<file path="src/rtl/barrel_pkg.sv">
// barrel_pkg: shared constants and helpers for the barrel-distortion fetch path.
// Holds source image geometry, frame-buffer layout, pixel format and the
// barrelMath pipeline depth from which the mem_ready slack is derived.
package barrel_pkg;

   localparam int unsigned WIDTH     = 960;
   localparam int unsigned HEIGHT    = 1080;
   localparam logic [31:0] BASE_ADDR = 32'h0000_0000;
   localparam int unsigned STRIDE    = 4096;
   localparam int unsigned BPP       = 4;

   localparam int unsigned      PIX_W = 24;
   localparam logic [PIX_W-1:0] BLACK = 24'h000000;

   localparam int unsigned BARREL_PIPE_DEPTH = 16;
   // barrelMath keeps issuing for its pipeline depth after mem_ready drops; the
   // extra entries cover the mem_ready register, our stage 1 and the enqueue.
   localparam int unsigned SKID = BARREL_PIPE_DEPTH + 4;

   typedef struct packed {
      logic        oob;
      logic [31:0] addr;
   } fetch_req_t;

   function automatic fetch_req_t make_req(input logic [11:0] x, input logic [11:0] y);
      fetch_req_t r;
      r.oob  = ({20'd0, x} >= WIDTH) || ({20'd0, y} >= HEIGHT);
      r.addr = BASE_ADDR + 32'(y) * STRIDE + 32'(x) * BPP;
      return r;
   endfunction

endpackage

</file>
<file path="src/rtl/barrel_fetch_if.sv">
// barrel_fetch_if: memory read channel plus output pixel stream of barrel_fetch.
//   master (barrel_fetch): drives rd_addr/rd_valid, pix_tdata/pix_tvalid;
//                          receives rd_ready, rd_data/rd_dvalid, pix_tready.
//   slave  (memory + pixel sink): the opposite directions.
interface barrel_fetch_if;
   import barrel_pkg::*;

   logic [31:0]      rd_addr;
   logic             rd_valid;
   logic             rd_ready;
   logic [PIX_W-1:0] rd_data;
   logic             rd_dvalid;
   logic [PIX_W-1:0] pix_tdata;
   logic             pix_tvalid;
   logic             pix_tready;

   modport master (
      output rd_addr, rd_valid, pix_tdata, pix_tvalid,
      input  rd_ready, rd_data, rd_dvalid, pix_tready
   );

   modport slave (
      input  rd_addr, rd_valid, pix_tdata, pix_tvalid,
      output rd_ready, rd_data, rd_dvalid, pix_tready
   );

endinterface

</file>
<file path="src/rtl/sync_fifo.sv">
// sync_fifo: single-clock FIFO, DEPTH must be a power of two.
//   clk, reset (sync, active-low); push/wdata, pop/rdata (first-word fall-through);
//   full, empty, count. Push when full and pop when empty are ignored.
//   rdata reads as zero while empty.
module sync_fifo #(
   parameter int unsigned WIDTH_BITS = 8,
   parameter int unsigned DEPTH      = 16
) (
   input  logic                   clk,
   input  logic                   reset,
   input  logic                   push,
   input  logic [WIDTH_BITS-1:0]  wdata,
   input  logic                   pop,
   output logic [WIDTH_BITS-1:0]  rdata,
   output logic                   full,
   output logic                   empty,
   output logic [$clog2(DEPTH):0] count
);
   localparam int unsigned    AW       = $clog2(DEPTH);
   localparam logic [AW:0]    FULL_CNT = (AW+1)'(DEPTH);

   logic [WIDTH_BITS-1:0] mem_q [DEPTH];
   logic [AW-1:0]         wptr_q, rptr_q;
   logic [AW:0]           count_q;
   logic                  do_push, do_pop;

   assign full    = (count_q == FULL_CNT);
   assign empty   = (count_q == '0);
   assign count   = count_q;
   assign do_push = push && !full;
   assign do_pop  = pop && !empty;
   assign rdata   = empty ? '0 : mem_q[rptr_q];

   always_ff @(posedge clk) begin
      if (do_push) mem_q[wptr_q] <= wdata;
   end

   always_ff @(posedge clk) begin
      if (!reset) begin
         wptr_q  <= '0;
         rptr_q  <= '0;
         count_q <= '0;
      end else begin
         if (do_push) wptr_q <= wptr_q + 1'b1;
         if (do_pop)  rptr_q <= rptr_q + 1'b1;
         case ({do_push, do_pop})
            2'b10:   count_q <= count_q + 1'b1;
            2'b01:   count_q <= count_q - 1'b1;
            default: count_q <= count_q;
         endcase
      end
   end

endmodule

</file>
<file path="src/rtl/barrel_fetch.sv">
// barrel_fetch: turns barrelMath source coordinates into frame-buffer reads and
// returns the fetched pixels as an in-order stream, black for out-of-range.
//   clk, reset          : clock, synchronous active-low reset
//   x_in, y_in, addr_vld: coordinate input (no ready, always accepted)
//   mem_ready           : flow control back to barrelMath
//   overflow            : sticky, coordinate dropped on full tag FIFO
//   bus (master)        : read request/return channel and pixel output stream
module barrel_fetch
   import barrel_pkg::*;
#(
   parameter int unsigned DEPTH   = 32,
   parameter int unsigned MAX_OUT = 16
) (
   input  logic           clk,
   input  logic           reset,
   input  logic [11:0]    x_in,
   input  logic [11:0]    y_in,
   input  logic           addr_vld,
   output logic           mem_ready,
   output logic           overflow,
   barrel_fetch_if.master bus
);
   localparam int unsigned CW = $clog2(DEPTH) + 1;
   localparam int unsigned OW = $clog2(MAX_OUT) + 1;

   logic             s1_vld_q;
   fetch_req_t       s1_q;
   logic             tag_full, tag_empty, tag_oob, tag_push, tag_pop;
   logic [CW-1:0]    tag_count;
   logic             req_full, req_empty, req_push, req_pop;
   logic [CW-1:0]    req_count;
   logic [31:0]      req_head;
   logic             ret_full, ret_empty, ret_push, ret_pop;
   logic [OW-1:0]    ret_count;
   logic [PIX_W-1:0] ret_head;
   logic [OW-1:0]    outst_q, outst_d;
   logic             mem_ready_q, overflow_q, pix_tvalid_q, out_load;
   logic [PIX_W-1:0] pix_tdata_q;
   logic             unused_fifo;

   // Stage 1: range check and address computation.
   always_ff @(posedge clk) begin
      if (!reset) begin
         s1_vld_q <= 1'b0;
         s1_q     <= '0;
      end else begin
         s1_vld_q <= addr_vld;
         if (addr_vld) s1_q <= make_req(x_in, y_in);
      end
   end

   // Stage 2: every coordinate gets a tag; only in-range ones make a read.
   assign tag_push = s1_vld_q && !tag_full;
   assign req_push = tag_push && !s1_q.oob;

   sync_fifo #(.WIDTH_BITS(1), .DEPTH(DEPTH)) u_tag_fifo (
      .clk(clk), .reset(reset), .push(tag_push), .wdata(s1_q.oob), .pop(tag_pop),
      .rdata(tag_oob), .full(tag_full), .empty(tag_empty), .count(tag_count)
   );

   sync_fifo #(.WIDTH_BITS(32), .DEPTH(DEPTH)) u_req_fifo (
      .clk(clk), .reset(reset), .push(req_push), .wdata(s1_q.addr), .pop(req_pop),
      .rdata(req_head), .full(req_full), .empty(req_empty), .count(req_count)
   );

   sync_fifo #(.WIDTH_BITS(PIX_W), .DEPTH(MAX_OUT)) u_ret_fifo (
      .clk(clk), .reset(reset), .push(ret_push), .wdata(bus.rd_data), .pop(ret_pop),
      .rdata(ret_head), .full(ret_full), .empty(ret_empty), .count(ret_count)
   );

   assign unused_fifo = ^{req_full, req_count, ret_full};

   assign bus.rd_valid = !req_empty && (outst_q < OW'(MAX_OUT));
   assign bus.rd_addr  = req_head;
   assign req_pop      = bus.rd_valid && bus.rd_ready;

   // Only accept a beat that matches a request still awaiting data; stale beats
   // from reads issued before a reset find no such request and are dropped.
   assign ret_push = bus.rd_dvalid && (ret_count < outst_q);

   // Output slot refills when empty or being consumed; in-range tags wait for data.
   assign out_load = (!pix_tvalid_q || bus.pix_tready) && !tag_empty &&
                     (tag_oob || !ret_empty);
   assign tag_pop  = out_load;
   assign ret_pop  = out_load && !tag_oob;

   always_comb begin
      outst_d = outst_q;
      case ({req_pop, ret_pop})
         2'b10:   outst_d = outst_q + 1'b1;
         2'b01:   outst_d = outst_q - 1'b1;
         default: outst_d = outst_q;
      endcase
   end

   always_ff @(posedge clk) begin
      if (!reset) begin
         outst_q      <= '0;
         mem_ready_q  <= 1'b0;
         overflow_q   <= 1'b0;
         pix_tvalid_q <= 1'b0;
         pix_tdata_q  <= '0;
      end else begin
         outst_q     <= outst_d;
         mem_ready_q <= (DEPTH - 32'(tag_count)) > SKID;
         if (s1_vld_q && tag_full) overflow_q <= 1'b1;
         if (out_load) begin
            pix_tvalid_q <= 1'b1;
            pix_tdata_q  <= tag_oob ? BLACK : ret_head;
         end else if (bus.pix_tready) begin
            pix_tvalid_q <= 1'b0;
         end
      end
   end

   assign mem_ready      = mem_ready_q;
   assign overflow       = overflow_q;
   assign bus.pix_tvalid = pix_tvalid_q;
   assign bus.pix_tdata  = pix_tdata_q;

endmodule

</file>
<file path="src/flat_wrapper.sv">
// flat-port wrapper written by rule: the top's interface ports become plain ports
module barrel_fetch_flat import barrel_pkg::*;
#(
   parameter int unsigned DEPTH   = 32,
   parameter int unsigned MAX_OUT = 16
)
  (clk, reset, x_in, y_in, addr_vld, mem_ready, overflow, bus_rd_addr, bus_rd_valid, bus_pix_tdata, bus_pix_tvalid, bus_rd_ready, bus_rd_data, bus_rd_dvalid, bus_pix_tready);
  barrel_fetch_if bus_i ();
  input  logic clk;
  input  logic reset;
  input  logic [11:0] x_in;
  input  logic [11:0] y_in;
  input  logic addr_vld;
  output logic mem_ready;
  output logic overflow;
  output wire logic [$bits(bus_i.rd_addr)-1:0] bus_rd_addr;
  output wire logic [$bits(bus_i.rd_valid)-1:0] bus_rd_valid;
  output wire logic [$bits(bus_i.pix_tdata)-1:0] bus_pix_tdata;
  output wire logic [$bits(bus_i.pix_tvalid)-1:0] bus_pix_tvalid;
  input wire logic [$bits(bus_i.rd_ready)-1:0] bus_rd_ready;
  input wire logic [$bits(bus_i.rd_data)-1:0] bus_rd_data;
  input wire logic [$bits(bus_i.rd_dvalid)-1:0] bus_rd_dvalid;
  input wire logic [$bits(bus_i.pix_tready)-1:0] bus_pix_tready;
  assign bus_rd_addr = bus_i.rd_addr;
  assign bus_rd_valid = bus_i.rd_valid;
  assign bus_pix_tdata = bus_i.pix_tdata;
  assign bus_pix_tvalid = bus_i.pix_tvalid;
  assign bus_i.rd_ready = bus_rd_ready;
  assign bus_i.rd_data = bus_rd_data;
  assign bus_i.rd_dvalid = bus_rd_dvalid;
  assign bus_i.pix_tready = bus_pix_tready;
  barrel_fetch #(.DEPTH(DEPTH), .MAX_OUT(MAX_OUT)) u_core (.clk(clk), .reset(reset), .x_in(x_in), .y_in(y_in), .addr_vld(addr_vld), .mem_ready(mem_ready), .overflow(overflow), .bus(bus_i));
endmodule
</file>
<file path="config.mk">
export PLATFORM = sky130hd
export DESIGN_NAME = barrel_fetch_flat
export DESIGN_NICKNAME = d
export VERILOG_FILES = /design/src/rtl/barrel_pkg.sv /design/src/rtl/barrel_fetch_if.sv /design/src/rtl/sync_fifo.sv /design/src/rtl/barrel_fetch.sv /design/src/flat_wrapper.sv
export SDC_FILE = /design/constraint.sdc
export NUM_CORES = 1
export LEC_CHECK = 0
export CORE_ASPECT_RATIO = 0.5
export CORE_MARGIN = 3
export CORE_UTILIZATION = 55
export DETAILED_ROUTE_END_ITERATION = 8
export PLACE_DENSITY_LB_ADDON = 0.08
export SETUP_SLACK_MARGIN = 0.4
export SYNTH_ARGS = -nofsm -noshare
export SYNTH_HDL_FRONTEND = slang
export SYNTH_HIERARCHICAL = 1
export SYNTH_SLANG_ARGS = --single-unit
</file>
<file path="constraint.sdc">
create_clock -name clk -period 4.1 [get_ports clk]
set_clock_uncertainty 0.1 [all_clocks]
set_input_delay 1.025 -clock clk [delete_from_list [all_inputs] [get_ports clk]]
set_output_delay 1.025 -clock clk [all_outputs]
set_load 0.005 [all_outputs]
</file>
Word level (Yosys, flattened, before mapping)
Memories as Yosys holds them, arrays and structs flattened. A register that Yosys moved wholly into a read port is not among the register bits.
Index checks and enable logic that the tools add are counted.
Word-level totals
  bits in registers: 111
  memory bits (writable): 1440
  input port bits: 54
  output and inout port bits: 60
  logic and storage cells: 109
  memories kept: 3
Cells by class
  $add $sub $neg: 16
  magnitude comparators: 5
  equality and inequality tests: 11
  muxes and demuxes: 22
  reduce and logical (&&, ||, !) cells: 35
Memory list
  u_core.u_req_fifo.mem_q: depth 32, bits a word 32, read ports 1, clocked after memory_dff 1, write ports 1, line sync_fifo.sv:22  | logic [WIDTH_BITS-1:0] mem_q [DEPTH];
  u_core.u_ret_fifo.mem_q: depth 16, bits a word 24, read ports 1, clocked after memory_dff 1, write ports 1, line sync_fifo.sv:22
  u_core.u_tag_fifo.mem_q: depth 32, bits a word 1, read ports 1, clocked after memory_dff 1, write ports 1, line sync_fifo.sv:22
Operators by type and width (count)
  $mux 24: 2
  $gt 32x5->1 const B: 1
  $mux 32: 1
  $add 5x1->5 const B: 6
  $add 24x14->25: 1
  $pmux 6 s2: 2
  $mux 5: 4
  $pmux 5 s2: 2
  $logic_and 1x1->1: 15
  $add 6x1->6 const B: 2
  $eq 6x6->1 const B: 2
  $ge 12x10->1 const B: 1
  $ge 12x11->1 const B: 1
  $logic_not 6->1: 2
  $sub 6x1->6 const B: 2
  $reduce_bool 2->1: 5
  $sub 5x1->5 const B: 2
  $logic_not 1->1: 9
  $mux 1: 9
  $add 4x1->4 const B: 2
  $eq 2x1->1 const B: 4
  $eq 2x2->1 const B: 4
  $mux 4: 2
  $sub 6x6->7 const A: 1
  5 further kinds: 7

Depth between registers and ports, before layout
  depth in word-level cells: 8
  mapped depth: 22
  gate-level depth less buffers: 17

Cells and area by module
The synthesis kept the hierarchy.
Modules (own cells, without submodules)
  sync_fifo at u_core.u_req_fifo: times used 1, cells each 1765, area each 40241.1 µm², sequential area each 31169.9 µm²
  sync_fifo at u_core.u_ret_fifo: times used 1, cells each 719, area each 15662.5 µm², sequential area each 11871.4 µm²
  barrel_fetch: times used 1, cells each 300, area each 2885.3 µm², sequential area each 1141.1 µm²
  sync_fifo at u_core.u_tag_fifo: times used 1, cells each 218, area each 2526.2 µm², sequential area each 1381.3 µm²

Worst setup path after synthesis
No wires, ideal clock.
  path type: input-to-reg
  start: input bus_rd_dvalid
  end: memory u_core/u_ret_fifo/mem_q[0][0] in the netlist's numbering (enable)
  library setup time: 0.435 ns
  data arrival time: 3.531 ns
  data required time: 3.565 ns
  setup slack: 0.034 ns
  cell stages on the path: 6
  buffers on the path: 1
  cell sequence: nand3b_1 -> a31oi_1 -> o21a_1 -> clkbuf_1 -> nand2_1 -> nor3_1
Between the ends
  cells in the longest elaborated chain, start to end: 4
Ends and longest elaborated chain
  start, declared: line flat_wrapper.sv:22  | input wire logic [$bits(bus_i.rd_dvalid)-1:0] bus_rd_dvalid;
  $logic_and 1x1->1: line barrel_fetch.sv:79  | assign ret_push = bus.rd_dvalid && (ret_count < outst_q);
  named net u_core.ret_push: line barrel_fetch.sv:33  | logic ret_full, ret_empty, ret_push, ret_pop;
  $logic_and 1x1->1: line sync_fifo.sv:30  | assign do_push = push && !full;
  $mux 1: line sync_fifo.sv:35  | if (do_push) mem_q[wptr_q] <= wdata;
  $mux 1 (not written as such): line sync_fifo.sv:35
  end, declared: line sync_fifo.sv:22
The timed path passes the listed nets, and every way through them passes these cells.

==> run metrics <==
min setup slack post-route=-0.08207 ns; Layout fillers=approximately 7100; synthesis-to-layout area growth=19.91%; number of failing setup endpoints in the final timing report=20; power density of the placed cells=about 420 mW/mm2; y dimension of the die=242.1 um; multi-input logic area=about 0.017 mm2; IO Port Bufs=~110; transition time of the tightest slew-check pin=1.333 ns; status=finished with violations; Die W=between 400 and 500 um; Post-CTS Hold Fix Bufs=0; flop-to-flop setup slack=about 0.4 ns; destination of the critical timing path=bus_rd_addr[5]; Post-Route WL=approximately 140000 um; critical path class=reg -> out; met3 track utilization from global routing=between 4 and 5%; area used by sequential logic in the layout=0.04559 mm2; Max Slew Vio Count=0; average cell area after synthesis=approximately 20 um2; CTS Root Cell=clkbuf_16; Total Routing Usage GR=24.82%; number of antenna violations at the first check in global routing=4; Post-Route Hold Slack=0.3521 ns; via count of the first global-routing pass=31800; Highest Clock Rate=239.1 MHz; relative max-transition margin=between 10% and 20%; wire length of the first global-routing pass=~210000 um; max-cap check violation count=0; number of core rows=85; count of synthesis-stage warnings from yosys=6; Worst EP arrival=~3.1 ns; capture point of the worst reg-to-reg path=u_core/u_tag_fifo/count[2]; reported leakage power=between 20 and 25 nW; CTS tree=built; CTS buffer count=135; setup tns final=-0.5789 ns; ports placed on the boundary=114; critical path launch point type=register; pin count of the biggest net entering global routing=approximately 110; total die area=between 0.1 and 0.15 mm2; clock-pin slew reported for the worst setup and hold paths after clock tree synthesis=around 0.070 ns; number of nets at the end of the flow=around 3700; period utilization=102.0%; count of endpoints failing hold in the final timing report=0; post-DR wirelength/cell=roughly 27 um; Peak VDD IR=435.1 uV; netlist area before placement=slightly above 0.06 mm2; met1 Track Usage GR=a little under two fifths; placed cell area=0.06662 mm2; RSZ-0062 raised after global routing=true; placed wire-length estimate after detailed placement=between 70000 and 80000 um; data required time at the worst endpoint=approximately 3.0 ns; met2 capacity usage during global routing=roughly two fifths; final core area utilization=67.43%; logic depth of the worst register-to-register path=19; Place WS=roughly 0.11 ns; type of the worst min-delay path=reg -> reg; capturing element type of the critical path=primary output; Initial Utilization=a little under three fifths; Cells after Synth=3000; core region area=about 0.11 mm2; post-route ant nets=0; detailed-route via count=31100; post-route DRC violation count=0; number of detailed-routing iterations run before antenna repair=6; maximum net fanout on the critical path=5; gpl congestion=approximately 0.77; post-layout min period=4.182 ns; Clock Tree Buf Depth=3; layer with the highest usage after global routing=met2; fraction of final layout cells sized beyond drive strength 1=about a third; violations in the final reports=negative setup slack; initial DRC count=roughly 3100; # H-tree levels=4; vias per inst=a little under 6; clk_lat worst skew=0.75 ns; area of all placed cells without fillers=~0.074 mm2; overflow left after global routing=0; number of clock sinks=1556
[cell type report]
class / count / share of cell area, %
Clock inverter: 53 / 0.4051
Timing Repair Buffer: 410 / 6.294
Antenna cell: 6 / 0.02042
Sequential cell: 1556 / 62.02
Inverter: 34 / 0.1838
Clock buffer: 185 / 5.120
Tap cell: 1479 / 2.517
Multi-Input combinational cell: 1520 / 23.44
[worst max-delay path, stage by stage (launching register included)]
cell and delay (ns):
dfxtp_4 0.38, buf_12 0.13, buf_12 0.11, buf_16 0.15, buf_6 0.11, buf_6 0.08
mux4_2 0.51, mux2i_4 0.27, nor2_4 0.06, a221oi_4 0.27, a21oi_2 0.10, buf_2 0.14
[repair_timing]
action	CTS	global route
setup endpoints to repair	38	42
resized for setup	348	88
buffers inserted	78	19
cloned	16	1
endpoints found under the hold margin	0	0
pin swaps	45	36
[where the power goes]
| group | total [W] | switching (W) | internal, W |
|---|---|---|---|
| Combinational | 0.00137 | 0.000816 | 0.000556 |
| Clock | 0.0120 | 0.00550 | 0.00654 |
| Sequential | 0.0176 | 0.000169 | 0.0175 |
| Total | 0.0311 | 0.00649 | 0.0246 |
[sequential cells by signal, summed over array words and instances, names as in the netlist, named ones only]
register	cells
u_core/overflow	1
u_core/u_req_fifo/rptr_q	5
u_core/s1_vld_q	1
u_core/u_req_fifo/count	6
u_core/u_ret_fifo/count	5
u_core/s1_q	24
u_core/bus.pix_tdata	24
u_core/u_tag_fifo/mem_q	32
u_core/mem_ready	1
u_core/u_tag_fifo/rptr_q	5
u_core/u_ret_fifo/wptr_q	4
u_core/u_ret_fifo/mem_q	384
u_core/u_ret_fifo/rptr_q	4
u_core/u_tag_fifo/wptr_q	5
u_core/u_req_fifo/mem_q	1024
u_core/u_tag_fifo/count	6
u_core/u_req_fifo/wptr_q	5
u_core/outst_q	5
u_core/bus.pix_tvalid	1
[how the worst min path moves through the flow]
stage | startpoint | cells past startpoint | end
2_1_floorplan | u_core/bus.pix_tdata[4] | 2 | u_core/bus.pix_tdata[4]
3_3_place_gp | u_core/bus.pix_tdata[0] | 2 | u_core/bus.pix_tdata[0]
3_5_place_dp | u_core/bus.pix_tdata[2] | 2 | u_core/bus.pix_tdata[2]
4_1_cts | u_core/bus.pix_tdata[1] | 2 | u_core/bus.pix_tdata[1]
5_1_grt | u_core/bus.pix_tdata[1] | 2 | u_core/bus.pix_tdata[1]
6_report | u_core/bus.pix_tdata[1] | 2 | u_core/bus.pix_tdata[1]
[metrics by stage]
stage,std cells,power [W]
CTS,5216,0.03125
detailed placement,4884,0.01925
floorplan,3287,0.01865
global placement,4884,0.01922
finish,5243,0.03105
global route,5239,0.03206
[placed cells by master, fill, tap and decap left out, drive strengths merged, types with 34 or more instances in the layout]
| master | count |
|---|---|
| edfxtp | 1440 |
| mux4 | 360 |
| buf | 329 |
| conb | 288 |
| clkbuf | 187 |
| nor2 | 126 |
| dfxtp | 116 |
| mux2 | 88 |
| clkdlybuf4s50 | 79 |
| nand2 | 69 |
| mux2i | 59 |
| nor2b | 56 |
| a21oi | 54 |
| clkinv | 48 |
| nand3 | 37 |
| inv | 36 |
| ha | 34 |
[layer usage]
| layer | share of wire (%) | routed length, um |
|---|---|---|
| met1 | 43 | 60560 |
| met3 | 7.2 | 10270 |
| met5 | 0 | 0 |
| met4 | 2.0 | 2847 |
| met2 | 48 | 68590 |
Power figures use the tool's default switching activity.
